--- src/rtl/fifo_wr_arbiter.sv ---
// Round-robin arbiter that bursts up to MAX_BURST beats from one requester at a
// time into a FIFO write port; write strobe/data are registered (1-cycle latency).
module fifo_wr_arbiter #(
  parameter int NUM_REQ   = 4,
  parameter int WIDTH     = 8,
  parameter int MAX_BURST = 4
) (
  input  logic                       i_Clk,
  input  logic                       i_Rst_L,
  input  logic [NUM_REQ-1:0]         i_Req_DV,
  input  logic [NUM_REQ*WIDTH-1:0]   i_Req_Data,
  output logic [NUM_REQ-1:0]         o_Req_Ack,
  output logic [NUM_REQ-1:0]         o_Grant,
  input  logic                       i_Fifo_Full,
  output logic                       o_Wr_DV,
  output logic [WIDTH-1:0]           o_Wr_Data,
  output logic [$clog2(NUM_REQ)-1:0] o_Wr_Src
);

  localparam int IW = $clog2(NUM_REQ);
  localparam int BW = $clog2(MAX_BURST) + 1;
  localparam logic [BW-1:0] LAST_BEAT = BW'(MAX_BURST - 1);
  localparam logic [IW-1:0] RST_PTR   = IW'(NUM_REQ - 1);

  typedef enum logic {ST_IDLE, ST_GRANT} state_t;

  state_t                          state_q, state_d;
  logic [IW-1:0]                   gidx_q, gidx_d;
  logic [BW-1:0]                   beat_q, beat_d;
  logic [IW-1:0]                   ptr_q, ptr_d;
  logic [NUM_REQ-1:0]              grant_q, grant_d;
  logic                            wr_dv_q, wr_dv_d;
  logic [WIDTH-1:0]                wr_data_q, wr_data_d;
  logic [IW-1:0]                   wr_src_q, wr_src_d;

  logic [NUM_REQ-1:0][WIDTH-1:0]   req_data;
  logic                            arb_vld;
  logic [IW-1:0]                   arb_idx;
  logic [IW-1:0]                   cand;
  logic                            owner_dv;
  logic                            ack;
  logic                            rearb;

  assign req_data = i_Req_Data;

  // Wrap P+k back into 0..NUM_REQ-1; k never exceeds NUM_REQ so one subtract suffices.
  function automatic logic [IW-1:0] wrap_idx(input logic [IW-1:0] p, input int k);
    int s;
    s = int'(p) + k;
    if (s >= NUM_REQ) s = s - NUM_REQ;
    return IW'(s);
  endfunction

  // Search starts just past the last winner, so the previous owner is tried last.
  always_comb begin
    arb_vld = 1'b0;
    arb_idx = ptr_q;
    cand    = '0;
    for (int k = 1; k <= NUM_REQ; k++) begin
      cand = wrap_idx(ptr_q, k);
      if (!arb_vld && i_Req_DV[cand]) begin
        arb_vld = 1'b1;
        arb_idx = cand;
      end
    end
  end

  assign owner_dv = i_Req_DV[gidx_q];
  assign ack      = (state_q == ST_GRANT) && owner_dv && !i_Fifo_Full;

  always_comb begin
    o_Req_Ack         = '0;
    o_Req_Ack[gidx_q] = ack;
  end

  always_comb begin
    state_d = state_q;
    gidx_d  = gidx_q;
    beat_d  = beat_q;
    ptr_d   = ptr_q;
    rearb   = 1'b0;

    case (state_q)
      ST_IDLE: rearb = 1'b1;
      ST_GRANT: begin
        if (!owner_dv) begin
          rearb = 1'b1;
        end else if (ack) begin
          if (beat_q == LAST_BEAT) rearb = 1'b1;
          else                     beat_d = beat_q + BW'(1);
        end
        // owner valid but FIFO full: stall with everything held
      end
      default: rearb = 1'b1;
    endcase

    if (rearb) begin
      beat_d = '0;
      if (arb_vld) begin
        state_d = ST_GRANT;
        gidx_d  = arb_idx;
        ptr_d   = arb_idx;
      end else begin
        state_d = ST_IDLE;
      end
    end

    grant_d = '0;
    if (state_d == ST_GRANT) grant_d[gidx_d] = 1'b1;

    wr_dv_d   = ack;
    wr_data_d = ack ? req_data[gidx_q] : wr_data_q;
    wr_src_d  = ack ? gidx_q           : wr_src_q;
  end

  always_ff @(posedge i_Clk or negedge i_Rst_L) begin
    if (!i_Rst_L) begin
      state_q   <= ST_IDLE;
      gidx_q    <= '0;
      beat_q    <= '0;
      ptr_q     <= RST_PTR;
      grant_q   <= '0;
      wr_dv_q   <= 1'b0;
      wr_data_q <= '0;
      wr_src_q  <= '0;
    end else begin
      state_q   <= state_d;
      gidx_q    <= gidx_d;
      beat_q    <= beat_d;
      ptr_q     <= ptr_d;
      grant_q   <= grant_d;
      wr_dv_q   <= wr_dv_d;
      wr_data_q <= wr_data_d;
      wr_src_q  <= wr_src_d;
    end
  end

  assign o_Grant   = grant_q;
  assign o_Wr_DV   = wr_dv_q;
  assign o_Wr_Data = wr_data_q;
  assign o_Wr_Src  = wr_src_q;

endmodule
--- config.mk ---
export PLATFORM = sky130hd
export DESIGN_NAME = fifo_wr_arbiter
export DESIGN_NICKNAME = d
export VERILOG_FILES = /design/src/rtl/fifo_wr_arbiter.sv
export SDC_FILE = /design/constraint.sdc
export NUM_CORES = 1
export LEC_CHECK = 0
export BUFFER_PORTS_ARGS = -buffer_cell sky130_fd_sc_hd__buf_2
export CORE_ASPECT_RATIO = 0.8
export CORE_MARGIN = 3
export CORE_UTILIZATION = 30
export DETAILED_ROUTE_END_ITERATION = 10
export SLEW_MARGIN = 0
export SYNTH_ARGS = -nofsm -noshare
export SYNTH_HDL_FRONTEND = slang
export SYNTH_SLANG_ARGS = --single-unit
--- constraint.sdc ---
create_clock -name i_Clk -period 2.1 [get_ports i_Clk]
set_input_delay 0.21 -clock i_Clk [delete_from_list [all_inputs] [get_ports i_Clk]]
set_output_delay 0.21 -clock i_Clk [all_outputs]
set_load 0.02 [all_outputs]
==> summary.md <==
| Metric | Value |
|---|---|
| Most common cell after layout, fill and taps aside | buf_2 |
| Worst-Skew Late Latency | between 0.2 and 0.3 ns |
| Synthesized net count | about 170 |
| Detailed Place HPWL | 2510 µm |
| Max cap viols | 0 |
| CTS Buffer Depth | 2 |
| Die Wd | 84.1 µm |
| Status | complete, no violations |
| Req. time, crit path | 1.89 ns |
| CTS clk-pin slew, worst paths | 0.08 ns |
| Layout fillers | 460 |
| Leak | roughly 0.00093 µW |
| Sequential share of the synthesized area | 0.395 |
| Core area | 0.00465 mm² |
| Remaining global-route overflow | 0 |
| Worst vdd ir | around 600 µV |
| ANT nets after route | 0 |
| Power, Total | 2560 µW |
| Synth Cell Area | 0.00146 mm² |
| Storage cell area | approximately 580 µm² |
| FP Rows | 22 |
| Initial antenna violation count | 0 |
| Critical Path Start Type | register |
| Vias in the first global route | 1,137 |
| CTS tree | yes |
| # DRC | 0 |
| Total CTS buffers | 3 |
| Max-slew violations | 0 |
| GRT Util Overall | 0.117 |
| Ys Warns | 0 |
| Die Span Y | 68.5 µm |
| 1st-pass router iterations | 4 |
| Routed WL | 3270 µm |
| Clk_skew | approximately 0.001 ns |
| Drt via density | 4.74 |
| Minimum hold slack | approximately 0.3 ns |
| Ports | a little under 60 |
| WL/cell | 12.9 µm |
| Fin util | 0.416 |
| Final-report hold violation count | 0 |
| Most frequent cells in the layout | 55 x buf_2, 21 x dfrtp_1, 14 x nor2_1, 14 x buf_4, 9 x a21oi_1 |
| IO Port Bufs | 57 |
| Yosys reg bits | 23 |
| Syn avg cell area | 11.2 µm² |
| Pwr/cell area | 1320 mW/mm² |
| Period utilization | 0.958 |
| RSZ-0062 raised after global routing | false |
| Min cycle time layout | 2.01 ns |
| NumNets Final | 236 |
| Starting Density | 0.314 |
| Synth-to-Final Area Change | 32.3% |
| CP Data Arrival Time | between 1.5 and 2 ns |
| Cells after Synth | about 130 |
| CTS Sinks | 23 |
| First-pass GRT wire length | 5290 µm |
| Via Count | approximately 1,200 |
| Hold Crit Class | input port to register |
| Final setup viols | 0 |
| Largest net degree at the start of global routing | 24 |
| Antenna fix cells | 0 |
| CTS root buffer | clkbuf_8 |
| GPL Wtd Cong | 0.883 |
| Highest Clock Rate | 497 MHz |
| Worst Setup End Kind | output pin |
| H-tree levels | 1 |
| Setup TNS after final layout | 0 ns |
| Netlist cell types | 39 |
| Worst Setup Path Type | register to output pin |
| Multi-input logic area | 790 µm² |
| CP max FO | 3 |
| Share of layout cells above drive strength 1 | 0.495 |
| Worst relative slew slack | 0.664 |
| Starting DRC count in detailed routing | 82 |
| Full die area | 0.00575 mm² |
| Worst Max-Slew Pin Slew | a little over 0.5 ns |
==> worst paths after layout <==
check	from	depth (start not counted)	end	slack [ns]
min in group asynchronous	i_Rst_L	2	o_Grant[1]	0.45
max reg2reg	gidx_q[0]	5	gidx_q[0]	0.16
max	gidx_q[0]	6	o_Req_Ack[1]	0.09
max in group asynchronous	i_Rst_L	2	ptr_q[1]	1.29
min	i_Fifo_Full	3	beat_q[0]	0.30
min reg2reg	o_Wr_Src[0]	1	o_Wr_Src[0]	0.51
==> metrics by stage <==
| stage | worst slack, ns | instances | area [µm²] |
|---|---|---|---|
| 2_1_floorplan | 0.132 | 131 | 1470 |
| 3_3_place_gp | 0.249 | 242 | 1810 |
| 3_5_place_dp | 0.157 | 242 | 1810 |
| 4_1_cts | 0.0653 | 248 | 1870 |
| 5_1_grt | 0.0179 | 254 | 1940 |
| 6_report | 0.0891 | 254 | 1940 |
==> layout make-up <==
class                   count  share of cell area
repair buffers             72               0.218
multi-input cells          88               0.408
inverters                   7              0.0136
flip-flops and latches     23               0.299
well taps                  60              0.0388
clock buffers               4              0.0233
==> per-layer routing <==
layer  vias up  wire length [µm]  global-route usage
li1        604                 -                   -
met5         -                 0                   0
met3         2               277              0.0445
met2        41              1400               0.178
met4         0                21              0.0301
met1       556              1580               0.157
==> registers in the layout, indices dropped and copies added, names as in the netlist <==
signal,flops
o_Wr_Src,2
beat_q,3
ptr_q,2
gidx_q,2
state_q,1
o_Wr_Data,8
o_Wr_DV,1
o_Grant,4
==> where the power goes <==
group,switching [µW],internal [µW]
Sequential,144,660
Clock,131,135
Combinational,743,744
==> worst max-delay path, stage by stage, from the launching register on <==
cell	delay [ns]
dfrtp_1	0.40
mux4_2	0.39
nand2_4	0.05
or2_4	0.27
buf_4	0.14
nor2b_1	0.13
buf_4	0.16
==> synthesized netlist by cell type (all sizes together) <==
master,n,area (µm²)
nor3b,1,7.51
a31oi,1,21.3
clkbuf,5,20.0
a21o,1,7.51
ha,2,25.0
nor2b,2,12.5
or2,1,6.26
a311oi,2,17.5
buf,8,67.6
nand3b,1,7.51
nor3,5,25.0
dfrtp,21,526
o211ai,1,7.51
inv,7,26.3
a21oi,9,45.0
nand2b,4,25.0
nor2,14,52.6
nand2,7,28.8
o31a,1,8.76
o21a,2,15.0
a211oi,1,7.51
mux4,9,221
o22ai,1,6.26
dfstp,2,52.6
mux2,11,143
o21ai,3,15.0
nand3,1,5.00
nor4,2,12.5
a22oi,1,7.51
nand4,1,6.26
nor4b,2,17.5
a31o,1,8.76
o31ai,1,7.51
==> timing repair <==
action	in CTS	in global routing
gates cloned	0	0
gates resized for setup	1	5
hold buffers	1	0
pin swaps	0	3
hold endpoints to repair	21	0
buffers inserted	1	6
setup endpoints to repair	2	1
==> cells by family (layout without fill, tap and decap cells) <==
group,after synthesis,after routing,synth area share
AO/OA/AOI/OAI,25,25,0.120
adder cells (fa/ha/maj),2,2,0.0171
buffers and inverters,20,83,0.0778
flip-flops,23,23,0.395
multiplexers,20,20,0.249
AND/OR/NAND/NOR,41,41,0.141
(Power assumes the default switching activity.)
